===== config.mk =====
export PLATFORM = sky130hd
export DESIGN_NAME = yasac_run_ctrl
export DESIGN_NICKNAME = d
export VERILOG_FILES = /design/src/rtl/yasac_run_ctrl.sv
export SDC_FILE = /design/constraint.sdc
export NUM_CORES = 1
export LEC_CHECK = 0
export BUFFER_PORTS_ARGS = -buffer_cell sky130_fd_sc_hd__clkbuf_2
export CORE_MARGIN = 2
export CORE_UTILIZATION = 40
export DETAILED_ROUTE_END_ITERATION = 12
export PLACE_DENSITY = 0.69
export SYNTH_ARGS = -nofsm -noshare
export SYNTH_HDL_FRONTEND = slang
export SYNTH_SLANG_ARGS = --single-unit

===== constraint.sdc =====
create_clock -name clk -period 3.4 [get_ports clk]
set_input_delay 0 -clock clk [delete_from_list [all_inputs] [get_ports clk]]
set_output_delay 0 -clock clk [all_outputs]
set_load 0.05 [all_outputs]

===== src/rtl/yasac_run_ctrl.sv =====
// yasac_run_ctrl: host-side run sequencer for the YASAC core (reset pulse, setup, start, watchdog wait, capture)
module yasac_run_ctrl #(
    parameter int SETUP_CYCLES = 3,
    parameter int TIMEOUT      = 1000
) (
    input  logic        clk,
    input  logic        reset,
    input  logic        run,
    input  logic [63:0] in_vec,
    output logic        busy,
    output logic        done,
    output logic        timed_out,
    output logic [63:0] result,
    output logic [15:0] cycles,
    output logic        cpu_reset,
    output logic        cpu_start,
    input  logic        cpu_ready,
    input  logic [63:0] cpu_out,
    output logic [63:0] cpu_in
);
    localparam int CW = $clog2(SETUP_CYCLES + 1);

    typedef enum logic [2:0] {IDLE, CRST, ARM, START, WAIT, DONE} state_t;

    state_t        state, state_nx;
    logic [CW-1:0] setup_cnt;
    logic [15:0]   cycles_inc;
    logic          expired;

    assign cycles_inc = (cycles == 16'hFFFF) ? cycles : cycles + 16'd1;
    assign expired    = cycles_inc >= 16'(TIMEOUT);

    always_comb begin
        state_nx = state;
        case (state)
            IDLE:    state_nx = run ? CRST : IDLE;
            CRST:    state_nx = ARM;
            ARM:     state_nx = (setup_cnt == '0) ? START : ARM;
            START:   state_nx = WAIT;
            WAIT:    state_nx = (cpu_ready || expired) ? DONE : WAIT;
            DONE:    state_nx = IDLE;
            default: state_nx = IDLE;
        endcase
    end

    always_ff @(posedge clk or negedge reset) begin
        if (!reset) state <= IDLE;
        else        state <= state_nx;
    end

    // Strobes are registered from the next state so they line up with the state they belong to.
    always_ff @(posedge clk or negedge reset) begin
        if (!reset) begin
            busy      <= 1'b0;
            done      <= 1'b0;
            timed_out <= 1'b0;
            result    <= '0;
            cycles    <= '0;
            cpu_reset <= 1'b0;
            cpu_start <= 1'b0;
            cpu_in    <= '0;
            setup_cnt <= '0;
        end else begin
            busy      <= state_nx != IDLE;
            done      <= state_nx == DONE;
            cpu_reset <= state_nx == CRST;
            cpu_start <= state_nx == START;
            case (state)
                IDLE: if (run) begin
                    cpu_in    <= in_vec;
                    timed_out <= 1'b0;
                    cycles    <= '0;
                end
                CRST:  setup_cnt <= CW'(SETUP_CYCLES - 1);
                ARM:   if (setup_cnt != '0) setup_cnt <= setup_cnt - CW'(1);
                START: cycles <= 16'd1;
                WAIT: begin
                    cycles <= cycles_inc;
                    if (cpu_ready) result <= cpu_out;
                    else if (expired) timed_out <= 1'b1;
                end
                default: ;
            endcase
        end
    end
endmodule

==> results of run 1 <==
power groups by stage:
stage | registers, µW | logic (µW) | clock network (µW)
finish | 3140 | 5310 | 1980
global route | 3240 | 5570 | 2110
CTS | 3120 | 5320 | 2030
detailed placement | 3140 | 5200 | 0
global placement | 3090 | 5090 | 0
floorplan | 5840 | 1180 | 0
cells in the mapped netlist (all sizes together) (2+ instances only):
cell | number | area share (%)
a211oi | 3 | 0.43
a31oi | 4 | 0.39
nor3 | 13 | 1.2
inv | 6 | 0.35
o211ai | 2 | 0.23
and4 | 4 | 0.56
o21a | 4 | 0.47
nand2b | 2 | 0.19
buf | 18 | 1.5
and2 | 4 | 0.39
o21ai | 22 | 1.7
nand4 | 9 | 1.3
or3 | 2 | 0.19
xnor2 | 3 | 0.41
dfrtp | 154 | 60
a22o | 4 | 0.54
ha | 2 | 0.39
nand3 | 9 | 0.70
nand2 | 16 | 0.93
nor2 | 16 | 1.0
clkbuf | 10 | 0.60
mux2 | 129 | 23
a21oi | 14 | 1.1
mux2i | 2 | 0.51
nor3b | 2 | 0.31
nor4 | 2 | 0.19
registers in the layout, summed over array words and instances, names as in the netlist, 2 cells and up:
signal,flops
cycles,16
cpu_in,64
setup_cnt,2
result,64
state,3
area by class of cell:
class	count	area, µm²
Timing Repair Buffer	416	2781
Fill cell	1177	5838
Clock buffer	18	439.2
Antenna cell	1	2.502
Inverter	6	22.52
Tap cell	216	270.3
Clock inverter	14	182.7
Sequential cell	154	3854
Multi-Input combinational cell	284	2437
final timing paths:
kind                             from          to  slack, ns  depth (start not counted)
setup / recovery             state[0]  cpu_in[45]       1.07                          4
hold / removal                  reset   result[8]       0.24                          2
setup reg to reg             state[0]  cpu_in[45]       1.07                          4
hold reg to reg            cpu_in[41]  cpu_in[41]       0.49                          1
max in group asynchronous       reset  result[53]       2.16                          3
min in group clk           in_vec[43]  cpu_in[43]       0.33                          3
cells by family after synthesis:
logic type / Yosys count / synth area share [%]
DFF: 154 / 59.85
AOI/OAI and AO/OA: 61 / 5.888
and+or+nand+nor: 86 / 7.793
xor gates and xnor gates: 4 / 0.5442
buffers and inverters: 34 / 2.468
muxes: 131 / 23.07
adders and majority gates: 2 / 0.3886
worst max-delay path: stages (launching register included):
cell     delay, ns
dfrtp_1       0.47
or2_1         0.35
nor3_4        0.67
buf_4         0.37
mux2_1        0.35
through the flow:
stage,power [µW],instances
finish,10430,1109
global route,10930,1109
CTS,10460,1108
detailed placement,8337,945
global placement,8188,945
floorplan,7017,472
what timing repair did:
item                                   4_1_cts  5_1_grt
resized for setup                            0        0
hold buffers                               131        0
endpoints found under the hold margin      225        0
metal layers:
| metal | share of wire, % | track usage, % |
|---|---|---|
| met1 | 38 | 22.49 |
| met2 | 53 | 38.66 |
| met3 | 6.3 | 6.474 |
| met4 | 3.4 | 11.45 |
| met5 | 0 | 0 |
==> impl_metrics.tcl, run 1 <==
set metrics [dict create \
    status "finished clean" \
    buffer_type_at_the_clock_tree_root "clkbuf_16" \
    final_layout_size_suffix_gt1_share_pct 43.50 \
    fin_skew_ns 0.01129 \
    die_ar_mm2 0.01713 \
    drtIter0Drc 191 \
    cp_data_required_time_ns 3.70 \
    switching_power_uw 5163 \
    synthFlopType "dfrtp_1" \
    timing.hold.ws_ns 0.2367 \
    ys_types 54 \
    sw_frac_of_total_pct 49.49 \
    placed_area_mm2 0.008054 \
    die_height_um 130.9 \
    totalNegativeSetupSlack_ns 0 \
    comb_power_share_pct 50.9 \
    max_cap_violations 0 \
    count_of_standard_cell_rows 46 \
    synth_edf_count 0 \
    grt_max_degree 97 \
    post_synth.cell_area_avg_um2 13.64 \
    cts.reportedPaths.clkPinSlew_ns 0.06 \
    global_route_total_usage_across_every_layer_pct 21.46 \
    holdCritPathClass "primary input to asynchronous set/reset pin" \
    route.detailed.drc 0 \
    cts_tree "yes" \
    final_antenna_net_count 0 \
    postSynth.asyncResetShare_pct 100.0 \
    synth-seq-cells 154 \
    commonest_non_fill_non_tap_cell_in_the_layout "clkbuf_2" \
    relSlewSlack_pct 41.44 \
    synth_to_layout_area_growth_pct 55.15 \
    commonest_cells_after_routing_fill_and_taps_aside "clkbuf_2 (279), dfrtp_1 (154), dlygate4sd3_1 (131)" \
    post-route-util_pct 63.11 \
    maximum_net_fanout_on_the_critical_path 16 \
    finalNetCount 1013 \
    postRouteWirelength_um 18160 \
    globalplace.congestion 0.8432 \
    pin_count 281 \
    critical_path.endpoint_type "flop" \
    post-place-ws_ns 1.040 \
    firstDrtPassIters 4 \
    floorplan.core_area_mm2 0.01583 \
    achievable-frequency_mhz 429.8 \
    syn_nets 606 \
    power.internal_uw 5269 \
    fin_crit_ns 2.327 \
    total_vias_in_the_final_route 5386 \
    tightest_slew_ns 0.8783 \
    setup_violations 0 \
    power_per_cell_area_mw_per_mm2 1044 \
    nature_of_the_critical_path_startpoint "flop" \
    leakagePower_uw 0.004807 \
    port_buffers 280 \
    average_vias_per_placed_instance 4.857 \
    dp_hpwl_um 11650 \
    cts.sinks 154 \
    irDropWorstVdd_mv 0.7277 \
    post_synth_instance_area_mm2 0.006439 \
    worst_skew_pair.late_latency_ns 0.42 \
    cts_htree_levels 4 \
    grt_antenna_before_repair 1 \
    sequential_fraction_of_design_power_pct 30.1 \
    finalCritPeriodShare_pct 68.44 \
    rsz0062_at_grt "false" \
    dieWidth_um 130.9 \
    wl_per_cell_um 16.38 \
    number_of_global_route_vias_before_repair 5710 \
    timing_hold_violations_final 0 \
    grt_pass1_wl_um 28140 \
    cts_max_path_buffers 2 \
    gr-total-overflow 0 \
    report.final.slew_viol_count 0 \
    arrival_ns 2.63 \
    setup.worst_path.class "flop to flop" \
    seq_area_frac_synth_pct 59.85 \
    yosys_warnings 0 \
    setup_ws_ns 1.073 \
    fin_area_mm2 0.009990 \
    cts_inserted_buffers 17 \
    clock_group_share_of_total_power_pct 19.0 \
    initial_core_util_pct 40.68 \
    postCtsSetupBuffers 0 \
    cell_count_after_synthesis 472 \
]
No activity file was read; power rests on OpenSTA's default activity.
==> run 2, diff against run 1 <==
- PLACE_DENSITY: 0.69 -> 0.72
- clock period: 3.4 -> 2.1 ns (I/O delays scaled with it)
==> impl_metrics.tcl, run 2 (synthesis results as in run 1) <==
set metrics [dict create \
    postRouteWirelength_um 17870 \
    finalCritPeriodShare_pct 93.86 \
    critical_path.endpoint_type "flop" \
    setup.worst_path.class "flop to flop" \
    placed_cells 956 \
    final_layout_size_suffix_gt1_share_pct 46.12 \
    count_of_standard_cell_rows 46 \
    number_of_global_route_vias_before_repair 5462 \
    irDropWorstVdd_mv 1.099 \
    globalplace.congestion 0.8977 \
    dp_hpwl_um 11110 \
    cts_htree_levels 4 \
    largestRegisters "cpu_in: 64 flops, result: 64 flops, cycles: 16 flops" \
    wl_per_cell_um 15.99 \
    global_route_total_usage_across_every_layer_pct 20.57 \
    cts_inserted_buffers 17 \
    initial_core_util_pct 40.68 \
    gr-total-overflow 0 \
    fin_total_pwr_uw 16640 \
    maximum_net_fanout_on_the_critical_path 5 \
    commonest_cells_after_routing_fill_and_taps_aside "clkbuf_2 (279), dfrtp_1 (140), dlygate4sd3_1 (131)" \
    die_ar_mm2 0.01713 \
    cts.sinks 154 \
    route.detailed.drc 0 \
    commonest_non_fill_non_tap_cell_in_the_layout "clkbuf_2" \
    achievable-frequency_mhz 507.4 \
    worst_skew_pair.late_latency_ns 0.42 \
    grt_max_degree 70 \
    arrival_ns 2.30 \
    crit_chain "ha_2 > nand4_1 > nor4_1 > nor3b_2 > mux2i_4 > nand4_2 > a211oi_2" \
    dieWidth_um 130.9 \
    nature_of_the_critical_path_startpoint "flop" \
    finalNetCount 1025 \
    buffer_type_at_the_clock_tree_root "clkbuf_16" \
    cts.reportedPaths.clkPinSlew_ns 0.06 \
    average_vias_per_placed_instance 4.873 \
    synth_to_layout_area_growth_pct 56.90 \
    timing.hold.ws_ns 0.04381 \
    setup_violations 0 \
    drtIter0Drc 179 \
    report.final.slew_viol_count 0 \
    leakagePower_uw 0.004832 \
    power_per_cell_area_mw_per_mm2 1648 \
    timing_hold_violations_final 0 \
    floorplan.core_area_mm2 0.01583 \
    layoutNonFillerInstCount 1118 \
    antenna_cells 0 \
    relSlewSlack_pct 73.53 \
    cp_data_required_time_ns 2.43 \
    die_height_um 130.9 \
    cts_tree "yes" \
    grt_antenna_before_repair 0 \
    critical_path_max_stage_delay_ns 0.43 \
    max_cap_violations 0 \
    final_antenna_net_count 0 \
    cts_max_path_buffers 2 \
    worst_path_max_delay_cell "dfrtp_2" \
    holdCritPathClass "primary input to asynchronous set/reset pin" \
    port_buffers 280 \
    pin_count 281 \
    totalNegativeSetupSlack_ns 0 \
    tightest_slew_ns 0.3962 \
    fin_skew_ns 0.007306 \
    fin_crit_ns 1.971 \
    grt_pass1_wl_um 27050 \
    total_vias_in_the_final_route 5448 \
    firstDrtPassIters 5 \
    status "finished clean" \
]
-- run 2: changes by cell type in the layout (fill, tap and decap cells not counted), moves of 2 or more --
| cell | previous run | this run |
|---|---|---|
| bufinv_16 | 3 | 1 |
| inv_8 | 3 | 0 |
| clkinvlp_4 | 0 | 5 |
| dfrtp_2 | 0 | 14 |
| dfrtp_1 | 154 | 140 |
| nor3_1 | 11 | 9 |
| buf_12 | 2 | 5 |
| clkinv_4 | 2 | 0 |
| buf_4 | 3 | 12 |
-- run 2: metal layers --
layer / up-vias / part of all wire (%) / global-route usage, %
met2: 255 / 50 / 35.60
met4: 0 / 3.2 / 10.89
met1: 2604 / 39 / 23.23
met5: - / 0 / 0
met3: 43 / 7.6 / 5.619
li1: 2546 / - / -
-- run 2: worst paths after layout --
| check | slack, ns | from | endpoint | cells after the start |
|---|---|---|---|---|
| max in group asynchronous | 1.37 | reset | result[31] | 3 |
| min in group clk | 0.34 | cpu_out[23] | result[23] | 3 |
| min reg2reg | 0.48 | cpu_in[48] | cpu_in[48] | 1 |
| max reg2reg | 0.13 | cycles[1] | timed_out | 7 |
| max | 0.13 | cycles[1] | timed_out | 7 |
| min | 0.04 | reset | cpu_in[33] | 2 |
-- run 2: where the power goes --
group | total (µW) | internal, µW | switching, µW
logic | 8740 | 2400 | 6340
registers | 5020 | 4300 | 715
clock network | 2890 | 1680 | 1210
total | 16600 | 8380 | 8260
-- run 2: final cells by class --
class	count	area [µm²]
Tap cell	216	270.3
Sequential cell	154	3871
Inverter	6	22.52
Timing Repair Buffer	428	2909
Clock inverter	10	95.09
Multi-Input combinational cell	284	2477
Fill cell	1158	5725
Clock buffer	20	456.7
-- run 2: repair_timing --
| item | in CTS | in global routing |
|---|---|---|
| endpoints found under the setup margin | 0 | 3 |
| hold buffers | 131 | 0 |
| hold endpoints to repair | 284 | 0 |
| resized for setup | 0 | 6 |
| buffers inserted | 0 | 1 |
-- run 2: stage by stage --
step	utilization, %	instance area [µm²]	setup slack (ns)
6_report	63.83	10100	0.1290
5_1_grt	63.83	10100	-0.002637
4_1_cts	63.58	10060	0.07142
3_5_place_dp	51.81	8200	0.08349
3_3_place_gp	51.81	8200	0.1587
2_1_floorplan	-	6465	0.008653
-- run 2: worst max-delay path, delay by kind of cell, from the launching register on --
family                   cells  cell delay [ns]
AND/OR/NAND/NOR              4             0.77
flip-flops                   1             0.43
adder cells (fa/ha/maj)      1             0.21
multiplexers                 1             0.28
AO/OA/AOI/OAI                1             0.19
==> run 3, diff against run 2 <==
--- a/config.mk
+++ b/config.mk
@@ -6,9 +6,12 @@
 export NUM_CORES = 1
 export LEC_CHECK = 0
+export ABC_AREA = 1
 export BUFFER_PORTS_ARGS = -buffer_cell sky130_fd_sc_hd__clkbuf_2
+export CELL_PAD_IN_SITES_DETAIL_PLACEMENT = 0
+export CELL_PAD_IN_SITES_GLOBAL_PLACEMENT = 2
 export CORE_MARGIN = 2
-export CORE_UTILIZATION = 40
+export CORE_UTILIZATION = 25
 export DETAILED_ROUTE_END_ITERATION = 12
-export PLACE_DENSITY = 0.72
+export PLACE_DENSITY_LB_ADDON = 0.1
 export SYNTH_ARGS = -nofsm -noshare
 export SYNTH_HDL_FRONTEND = slang
==> constraint.sdc (replaced) <==
create_clock -name clk -period 2.1 [get_ports clk]
set_input_delay 0.21 -clock clk [delete_from_list [all_inputs] [get_ports clk]]
set_output_delay 0.21 -clock clk [all_outputs]
set_load 0.05 [all_outputs]
==> impl_metrics.tcl, run 3 <==
set metrics [dict create \
    wl_per_cell_um 14.37 \
    postRouteWirelength_um 18870 \
    seq_area_frac_synth_pct 60.61 \
    timing_hold_violations_final 0 \
    post_synth.cell_area_avg_um2 10.32 \
    met2_length_um 9098 \
    synth_edf_count 0 \
    syn_nets 750 \
    met3_length_um 1607 \
    cts.reportedPaths.clkPinSlew_ns 0.07 \
    commonest_cells_after_routing_fill_and_taps_aside "clkbuf_2 (279), nand2_1 (246), dfrtp_1 (154)" \
    cp_data_required_time_ns 2.39 \
    cts_max_path_buffers 2 \
    holdCritPathClass "primary input to flop" \
    fin_crit_ns 1.902 \
    critical_path.top_delay_family "simple AND/OR/NAND/NOR gates" \
    report.final.slew_viol_count 0 \
    rsz0062_at_grt "false" \
    yosys_warnings 0 \
    buffer_type_at_the_clock_tree_root "clkbuf_16" \
    max_cap_violations 0 \
    grt_pass1_wl_um 29840 \
    largestRegisters "cpu_in: 64 flops, result: 64 flops, cycles: 16 flops" \
    setup_violations 0 \
    wire_length_on_met1_um 7840 \
    count_of_standard_cell_rows 58 \
    tightest_slew_ns 0.4528 \
    critical_path.endpoint_type "flop" \
    finalCritPeriodShare_pct 90.59 \
    dieWidth_um 163.5 \
    setup.worst_path.class "flop to flop" \
    worst_skew_pair.late_latency_ns 0.42 \
    startpoint_of_the_lowest_slack_register_to_register_path "cycles[1]" \
    globalplace.congestion 0.8212 \
    highest-signal-layer "met4" \
    cell_count_after_synthesis 616 \
    ys_types 34 \
    nFillCells 2586 \
    finalNetCount 1104 \
    timing.critical_path.from "cycles[1]" \
    die_ar_mm2 0.02673 \
    post-synth-top-area-fraction_pct 60.61 \
    number_of_global_route_vias_before_repair 5766 \
    commonest_non_fill_non_tap_cell_in_the_layout "clkbuf_2" \
    arrival_ns 2.19 \
    average_vias_per_placed_instance 4.134 \
    synth-seq-cells 154 \
    maximum_net_fanout_on_the_critical_path 16 \
    cts_htree_levels 4 \
    cell_with_the_most_instances_after_synthesis "nand2_1" \
    synth.area.top_cells "dfrtp_1 (61%), nand2_1 (15%), mux2_2 (11%), inv_1 (1.7%), nand3_1 (1.0%)" \
    floorplan.core_area_mm2 0.02511 \
    crit_chain "ha_2 > nand3_4 > inv_2 > nand2_4 > clkinv_4 > nand2_4 > nand3_1 > nor2_2 > nand3_2 > o21ai_2 > nand3_1" \
    post-synth-top-area-cell "dfrtp_1" \
    cts.sinks 154 \
    worst-r2r-setup-slack_ns 0.20 \
    grt_antenna_before_repair 0 \
    totalNegativeSetupSlack_ns 0 \
    final_layout_size_suffix_gt1_share_pct 42.42 \
    post_synth_instance_area_mm2 0.006359 \
    nature_of_the_critical_path_startpoint "flop" \
    status "finished clean" \
    holdCritStartpoint "cpu_out[47]" \
    post-route-util_pct 37.66 \
    achievable-frequency_mhz 525.6 \
    antenna_cells 0 \
    power_per_cell_area_mw_per_mm2 1732 \
    synth_to_layout_area_growth_pct 48.70 \
    critical_path_max_stage_delay_ns 0.42 \
    dp_hpwl_um 13460 \
    gr-total-overflow 0 \
    total_vias_in_the_final_route 5428 \
    grt_max_degree 79 \
    fin_skew_ns 0.01498 \
    synthFlopType "dfrtp_1" \
    leakagePower_uw 0.005036 \
    final_antenna_net_count 0 \
    postSynth.asyncResetShare_pct 100.0 \
    firstDrtPassIters 4 \
    pin_count 281 \
    drtIter0Drc 257 \
    cts_inserted_buffers 17 \
    initial_core_util_pct 25.32 \
    cts_tree "yes" \
    worst_path_max_delay_cell "dfrtp_1" \
    route.detailed.drc 0 \
    relSlewSlack_pct 69.81 \
    port_buffers 280 \
    die_height_um 163.5 \
    global_route_total_usage_across_every_layer_pct 14.35 \
    irDropWorstVdd_mv 0.7228 \
    yosys-top-cells-count "nand2_1 (248), dfrtp_1 (154), mux2_2 (64), inv_1 (29), nor2_1 (17)" \
    worstPathBufferInverterCount 2 \
]
-- run 3: cell count changes after synthesis, moves of 8 or more --
cell | before | now
nand2_1 | 16 | 248
a21oi_1 | 14 | 5
inv_1 | 6 | 29
o21ai_0 | 18 | 8
mux2_1 | 69 | 0
nor3_1 | 11 | 3
-- run 3: kinds of logic after synthesis --
logic type / share of synthesized area (%)
AO/OA/AOI/OAI: 2.775
XOR/XNOR: 0.6887
adder cells (fa/ha/maj): 0.3935
buffers and inverters: 4.349
flip-flops: 60.61
multiplexers: 11.33
AND/OR/NAND/NOR: 19.85
-- run 3: per-layer routing --
| metal | up-vias | track usage (%) |
|---|---|---|
| met5 | - | 0 |
| met4 | 0 | 4.466 |
| met3 | 19 | 5.307 |
| met2 | 195 | 24.32 |
| met1 | 2557 | 16.90 |
| li1 | 2657 | - |
-- run 3: area by class of cell --
class	count	area [µm²]	share of cell area (%)
flip-flops and latches	154	3854	40.76
well taps	330	412.9	4.367
clock buffers	17	425.4	4.499
clock inverters	15	156.4	1.654
repair buffers	359	2236	23.65
inverters	32	125.1	1.323
multi-input cells	406	2246	23.75
-- run 3: worst reg2reg max path: stages, from the launching register on --
cell and delay [ns]:
dfrtp_1 0.42, ha_2 0.22, nand3_4 0.12, inv_2 0.07, nand2_4 0.08, clkinv_4 0.06
nand2_4 0.17, nand3_1 0.15, nor2_2 0.15, nand3_2 0.11, o21ai_2 0.15, nand3_1 0.08
-- run 3: path summary, 6_finish.rpt --
path / endpoint / cells past startpoint
worst max-delay path: state[0] / 11
worst min-delay path: result[47] / 2
worst min register to register: setup_cnt[0] / 2
min in group asynchronous: cycles[14] / 2
max in group asynchronous: result[23] / 3
worst max register to register: state[0] / 11
-- run 3: power breakdown --
| group | internal, µW | switching [µW] | leakage (µW) |
|---|---|---|---|
| clock network | 1580 | 1420 | 0.000276 |
| registers | 4260 | 669 | 0.00192 |
| logic | 2050 | 6390 | 0.00284 |
| total | 7900 | 8480 | 0.00504 |
-- run 3: metrics by stage --
stage                     instances  hold slack (ns)  cell area (µm²)  worst slack [ns]  power (µW)
after floorplan                 616         -0.08559             6359         0.0007119       11170
after global placement         1211          0.07275             8163            0.1729       13360
after detailed placement       1211          0.07272             8163            0.1106       13440
after CTS                      1312       0.00008168             9435            0.1081       16640
after global routing           1313         0.002494             9455         0.0004952       17390
final                          1313          0.01899             9455            0.1976       16380
-- run 3: repair_timing --
action                     4_1_cts  5_1_grt
gates resized for setup          0        3
setup endpoints to repair        0        2
buffers inserted                 0        1
hold endpoints to repair       149        0
hold buffers                    69        0
